[config.mk]
export PLATFORM = sky130hd
export DESIGN_NAME = cntn_mod
export DESIGN_NICKNAME = d
export VERILOG_FILES = /design/src/rtl/cnt_pkg.sv /design/src/rtl/cnt_pre.sv /design/src/rtl/cntn_mod.sv
export SDC_FILE = /design/constraint.sdc
export NUM_CORES = 1
export LEC_CHECK = 0
export ABC_AREA = 1
export CAP_MARGIN = 20
export CORE_MARGIN = 5
export CORE_UTILIZATION = 55
export CTS_BUF_LIST = sky130_fd_sc_hd__clkbuf_8
export DETAILED_ROUTE_END_ITERATION = 16
export PLACE_DENSITY = 0.81
export SLEW_MARGIN = 5
export SYNTH_ARGS = -nofsm -noshare
export SYNTH_HDL_FRONTEND = slang
export SYNTH_SLANG_ARGS = --single-unit
[constraint.sdc]
create_clock -name clk -period 4.42 [get_ports clk]
set_clock_uncertainty 0.15 [all_clocks]
set_input_delay 0.884 -clock clk [delete_from_list [all_inputs] [get_ports clk]]
set_output_delay 0.884 -clock clk [all_outputs]
set_load 0.05 [all_outputs]
[src/rtl/cnt_pkg.sv]
// Shared constants for the step/limit counter family.
// Mode and direction encodings used by cntn_mod.
package cnt_pkg;

  localparam logic MODE_WRAP = 1'b0;
  localparam logic MODE_SAT  = 1'b1;

  localparam logic DIR_UP = 1'b0;
  localparam logic DIR_DN = 1'b1;

endpackage

[src/rtl/cnt_pre.sv]
// Enable prescaler: divides en ticks by pre+1.
// adv is combinational so the counter moves on the same edge.
module cnt_pre #(
  parameter int PRE_WIDTH = 4
) (
  input  logic                 clk,
  input  logic                 nrst,
  input  logic                 en,
  input  logic                 clr,
  input  logic [PRE_WIDTH-1:0] pre,
  output logic                 adv
);

  localparam logic [PRE_WIDTH-1:0] ONE = {{(PRE_WIDTH-1){1'b0}}, 1'b1};

  logic [PRE_WIDTH-1:0] pcnt;

  assign adv = en && (pcnt == pre);

  always_ff @(posedge clk or negedge nrst) begin
    if (!nrst) begin
      pcnt <= '0;
    end else if (clr) begin
      pcnt <= '0;
    end else if (en) begin
      pcnt <= adv ? '0 : pcnt + ONE;
    end
  end

endmodule

[src/rtl/cntn_mod.sv]
// Modulo up/down counter with wrap/saturate, prescaler,
// terminal-count pulse and sticky overflow flag.
module cntn_mod
  import cnt_pkg::*;
#(
  parameter int WIDTH     = 8,
  parameter int PRE_WIDTH = 4
) (
  input  logic                 clk,
  input  logic                 nrst,
  input  logic                 en,
  input  logic                 dir,
  input  logic                 mode,
  input  logic [WIDTH-1:0]     step,
  input  logic [WIDTH-1:0]     lim,
  input  logic [PRE_WIDTH-1:0] pre,
  input  logic                 load,
  input  logic [WIDTH-1:0]     cin,
  input  logic                 clr_ovf,
  output logic [WIDTH-1:0]     cnt,
  output logic                 tc,
  output logic                 ovf
);

  localparam logic [WIDTH:0] ONE = {{WIDTH{1'b0}}, 1'b1};

  logic             adv;
  logic [WIDTH:0]   cnt_x;
  logic [WIDTH:0]   step_x;
  logic [WIDTH:0]   lim_x;
  logic [WIDTH:0]   s_up;
  logic [WIDTH:0]   s_up_wr;
  logic [WIDTH:0]   s_dn_wr;
  logic [WIDTH-1:0] cnt_d;
  logic             tc_d;
  logic             ovf_d;

  cnt_pre #(
    .PRE_WIDTH(PRE_WIDTH)
  ) u_pre (
    .clk (clk),
    .nrst(nrst),
    .en  (en),
    .clr (load),
    .pre (pre),
    .adv (adv)
  );

  assign cnt_x   = {1'b0, cnt};
  assign step_x  = {1'b0, step};
  assign lim_x   = {1'b0, lim};
  assign s_up    = cnt_x + step_x;
  assign s_up_wr = s_up - lim_x - ONE;
  assign s_dn_wr = cnt_x + lim_x + ONE - step_x;

  always_comb begin
    cnt_d = cnt;
    tc_d  = 1'b0;
    if (load) begin
      cnt_d = (cin > lim) ? lim : cin;
    end else if (adv && (step != '0)) begin
      if (dir == DIR_UP) begin
        if (s_up <= lim_x) begin
          cnt_d = s_up[WIDTH-1:0];
        end else begin
          tc_d  = 1'b1;
          cnt_d = (mode == MODE_SAT) ? lim : s_up_wr[WIDTH-1:0];
        end
      end else begin
        if (step <= cnt) begin
          cnt_d = cnt - step;
        end else begin
          tc_d  = 1'b1;
          cnt_d = (mode == MODE_SAT) ? '0 : s_dn_wr[WIDTH-1:0];
        end
      end
    end
  end

  // set beats clear on the same edge
  assign ovf_d = tc_d | (ovf & ~clr_ovf);

  always_ff @(posedge clk or negedge nrst) begin
    if (!nrst) begin
      cnt <= '0;
      tc  <= 1'b0;
      ovf <= 1'b0;
    end else begin
      cnt <= cnt_d;
      tc  <= tc_d;
      ovf <= ovf_d;
    end
  end

endmodule

==> flow_results.org <==
** STA
- Fraction of the cycle the final worst path needs :: 0.925
- RSZ-0062 raised after global routing :: false
- Headroom to the max-slew limit :: 0.553
- Final hold slack :: 0.416 ns
- For the pin with the worst max-slew slack, the measured transition is 0.668 ns.
- Slew Viols, Final :: 0
- Min cycle time layout :: 4.09 ns
- Number of endpoints failing setup at the final stage :: 0
- Derived from the worst setup path, the maximum achievable clock frequency is 0.245 GHz.
- After routing, the total negative slack on setup checks comes to 0 ns.
- Endpoints failing hold :: 0

** Yosys
- Post-synth ARST share :: 1.00
- Yosys Warn Count :: 0
- Synthesized cell area :: 0.00303 mm2
- The synthesized design contains 0 enable-type register cells.
- Share of the synthesized area in the top cell type :: 0.177
- In the synthesized netlist the dominant register cell turns out to be sky130_fd_sc_hd__dfrtp_1.
- The number of nets handed over by synthesis was 548.
- Synthesis inferred 14 register bits.
- Ranking of synthesized cells by area :: sky130_fd_sc_hd__ha_1 (18%), sky130_fd_sc_hd__nand2_1 (12%), sky130_fd_sc_hd__dfrtp_1 (12%), sky130_fd_sc_hd__inv_1 (9.3%), sky130_fd_sc_hd__a21oi_1 (6.6%)
- In this run, distinct cell masters in the synthesized netlist total 40.
- Syn avg cell area :: 6.59 um2
- Number of instances in the synthesized netlist :: 460
- For this run, the register share of the synthesized area comes to 0.116.
- Summed over all instances, the cell type with the most area after synthesis is sky130_fd_sc_hd__ha_1.

** Clock tree
- The root buffer cell chosen for the clock tree is sky130_fd_sc_hd__clkbuf_8.
- Hold bufs inserted after CTS :: 0
- Maximum level of the CTS H-tree :: 1
- Clock buffers created by TritonCTS :: 3
- Clock-pin slew was measured on the worst setup and hold paths at 0.06 ns.
- TritonCTS built the clock tree.
- Total number of clock tree sinks :: 14
- Clock latency at the later pin of the worst-skew pair :: 0.25 ns
- Gates resized during post-CTS repair numbered 0.
- CTS Buffer Depth :: 2
- Post-CTS setup buffers :: 0

** Placed design
- Placed Instance Area :: 0.00353 mm2
- Final weighted congestion in routability-driven placement :: 1.05
- During placement, the flow inserted port buffers numbering 44.
- Detailed placement HPWL :: 7160 um

** Setup path
- Of all nets on the critical path, the largest fanout is 9.
- Reg-to-reg setup timing slack :: 1.00 ns
- Following the worst setup path forward leads to its endpoint at cnt[0]$_DFFE_PN0P_.
- The critical path is of the in2reg type.
- For the worst setup path, the data required time is 4.41 ns.
- Endpoint class of the critical path :: register
- Crit start category :: input port
- R2r worst-path depth :: 19
- Critical register-to-register path endpoint :: cnt[0]$_DFFE_PN0P_
- Critical R2R Launch :: cnt[0]$_DFFE_PN0P_
- Tracing the worst setup path back leads to its startpoint at step[0].
- Data arrival time of the critical path :: 4.08 ns

** Pwr
- Of the total power, registers draw 0.119.
- Static Leakage :: 1.81 nW
- For this design the ratio of total power to cell area is 492 mW/mm2.
- Proportion of total power due to net switching :: 0.565
- The internal portion of the total power is 0.000766 W.
- Switching power summed over all nets :: 0.000996 W
- Clk network pwr share :: 0.072
- Of the total power, combinational logic draws 0.809.
- Peak supply drop :: 0.299 mV

** Cells and area
- Final antenna diode count :: 0
- The area growth from synthesis to layout is 18.1%.
- Ratio of cells with drive above 1 in the final layout :: 0.0697
- NumNets Final :: 591
- Final design instance area without fill :: 0.00358 mm2

** Routing
- Initial drt markers :: 244
- After detailed routing, the number of vias per cell comes to 5.57.
- The detail route stage leaves a number of antenna-violating nets equal to 0.
- The detailed router placed 3,199 vias in this run.
- DRC :: 0
- Drt first pass iters :: 5
- Post-detailed-route wirelength per cell :: 14.7 um
- The routed design has 8410 um of wire.

** Floorplan
- Width of the die :: 84.2 um
- Core Footprint :: 0.00544 mm2
- The die is 84.2 um tall.
- Count of pins on the block boundary :: 45
- The die covers 0.00710 mm2.
- Cell row count :: 27
- Initial core utilization :: 0.557

** GRT
- In the global route stage, overall resource usage came out at 0.236.
- Initial antenna violation count :: 0
- The first global-routing pass estimated 14,100 um of wire.
- Aggregate global routing overflow :: 0
- Entering global routing, the biggest net connects 17 pins.
- Number of global-route vias before repair :: 3,037

** Status
- Status :: finished, final reports clean

** Min path
- The worst hold path belongs to the class reg2reg.

** Flow run
- Across the run, the number of max-cap violations was 0.
-- metal layers --
| metal | track usage | vias up | part of all wire |
|---|---|---|---|
| li1 | - | 1593 | - |
| met1 | 0.308 | 1468 | 0.43 |
| met2 | 0.421 | 120 | 0.48 |
| met3 | 0.0157 | 18 | 0.067 |
| met4 | 0.0570 | 0 | 0.021 |
| met5 | 0 | - | 0 |
-- state kept, by name, summed over array words and instances (netlist names) --
signal,cells
u_pre.pcnt,4
tc,1
ovf,1
cnt,8
-- worst max-delay path, stage by stage --
cell and delay (ns):
sky130_fd_sc_hd__clkdlybuf4s50_1 0.45, sky130_fd_sc_hd__ha_1 0.26, sky130_fd_sc_hd__fa_1 0.43, sky130_fd_sc_hd__a21oi_2 0.17, sky130_fd_sc_hd__o21ai_2 0.11, sky130_fd_sc_hd__a21oi_2 0.16, sky130_fd_sc_hd__xor2_1 0.26, sky130_fd_sc_hd__ha_1 0.32
sky130_fd_sc_hd__inv_1 0.09, sky130_fd_sc_hd__o21bai_1 0.09, sky130_fd_sc_hd__inv_1 0.06, sky130_fd_sc_hd__nand2_1 0.05, sky130_fd_sc_hd__nand2_1 0.06, sky130_fd_sc_hd__nand2_2 0.06, sky130_fd_sc_hd__nand2_4 0.11, sky130_fd_sc_hd__nand2_4 0.10
sky130_fd_sc_hd__a21oi_2 0.22, sky130_fd_sc_hd__nand2_1 0.08, sky130_fd_sc_hd__nand2_1 0.06, sky130_fd_sc_hd__a21oi_1 0.05
-- how the worst min path moves through the flow --
| stage | startpoint | to | slack (ns) | depth (start not counted) |
|---|---|---|---|---|
| 6_report | ovf$_DFF_PN0_ | ovf$_DFF_PN0_ | 0.42 | 2 |
| 4_1_cts | ovf$_DFF_PN0_ | ovf$_DFF_PN0_ | 0.41 | 2 |
| 3_3_place_gp | ovf$_DFF_PN0_ | ovf$_DFF_PN0_ | 0.39 | 2 |
| 5_1_grt | ovf$_DFF_PN0_ | ovf$_DFF_PN0_ | 0.44 | 2 |
| 3_5_place_dp | ovf$_DFF_PN0_ | ovf$_DFF_PN0_ | 0.40 | 2 |
| 2_1_floorplan | u_pre.pcnt[0]$_DFFE_PN0P_ | u_pre.pcnt[0]$_DFFE_PN0P_ | 0.40 | 2 |
-- layout by cell type, fill, tap and decap left out, types with 10 or more instances in the layout --
| cell type | n |
|---|---|
| sky130_fd_sc_hd__a21oi_1 | 40 |
| sky130_fd_sc_hd__dfrtp_1 | 14 |
| sky130_fd_sc_hd__nor2_1 | 30 |
| sky130_fd_sc_hd__nand2_1 | 100 |
| sky130_fd_sc_hd__ha_1 | 43 |
| sky130_fd_sc_hd__nand3_1 | 36 |
| sky130_fd_sc_hd__inv_1 | 75 |
| sky130_fd_sc_hd__fa_1 | 10 |
| sky130_fd_sc_hd__o21ai_0 | 27 |
| sky130_fd_sc_hd__clkdlybuf4s50_1 | 44 |
-- logic make-up (layout without fill, tap and decap cells) --
| logic type | count (synthesis) | in the layout | share of synthesized area |
|---|---|---|---|
| buffers and inverters | 90 | 132 | 0.121 |
| flip-flops | 14 | 14 | 0.116 |
| XOR/XNOR | 15 | 15 | 0.0433 |
| AND/OR/NAND/NOR | 186 | 186 | 0.271 |
| AO/OA/AOI/OAI | 102 | 102 | 0.205 |
| adder cells (fa/ha/maj) | 53 | 53 | 0.244 |
-- metrics by stage --
step           utilization  total power (W)  instances  setup slack (ns)
2_1_floorplan            -          0.00128        460             0.904
3_5_place_dp         0.648          0.00161        570             0.118
6_report             0.658          0.00176        574             0.331
5_1_grt              0.658          0.00194        574             0.173
4_1_cts              0.658          0.00174        574             0.362
3_3_place_gp         0.648          0.00158        570             0.258
-- synthesized netlist by cell type (3+ instances only) --
library cell and instances:
sky130_fd_sc_hd__a21oi_1 40, sky130_fd_sc_hd__a21oi_2 8, sky130_fd_sc_hd__buf_2 5, sky130_fd_sc_hd__dfrtp_1 14, sky130_fd_sc_hd__fa_1 10, sky130_fd_sc_hd__ha_1 43
sky130_fd_sc_hd__inv_1 75, sky130_fd_sc_hd__inv_2 4, sky130_fd_sc_hd__nand2_1 100, sky130_fd_sc_hd__nand3_1 36, sky130_fd_sc_hd__nand4_1 5, sky130_fd_sc_hd__nor2_1 30
sky130_fd_sc_hd__o211ai_1 5, sky130_fd_sc_hd__o21ai_0 27, sky130_fd_sc_hd__o21ai_1 3, sky130_fd_sc_hd__o21ai_2 3, sky130_fd_sc_hd__o21bai_1 4, sky130_fd_sc_hd__o22ai_1 5
sky130_fd_sc_hd__xnor2_1 6, sky130_fd_sc_hd__xor2_1 9
-- power groups by stage --
stage | Clock (W) | Combinational [W] | Sequential [W]
after floorplan | 0 | 0.00101 | 0.000274
after global placement | 0 | 0.00137 | 0.000211
after detailed placement | 0 | 0.00140 | 0.000211
after CTS | 0.000126 | 0.00141 | 0.000209
after global routing | 0.000133 | 0.00159 | 0.000216
final | 0.000127 | 0.00143 | 0.000210
-- layout make-up --
| type | instances | area [um2] |
|---|---|---|
| flip-flops and latches | 14 | 350 |
| multi-input cells | 356 | 2310 |
| inverters | 81 | 309 |
| fillers | 496 | 1860 |
| well taps | 72 | 90.1 |
| repair buffers | 47 | 463 |
| clock buffers | 4 | 55.1 |
Note: power is estimated with default switching activity, not from simulation.
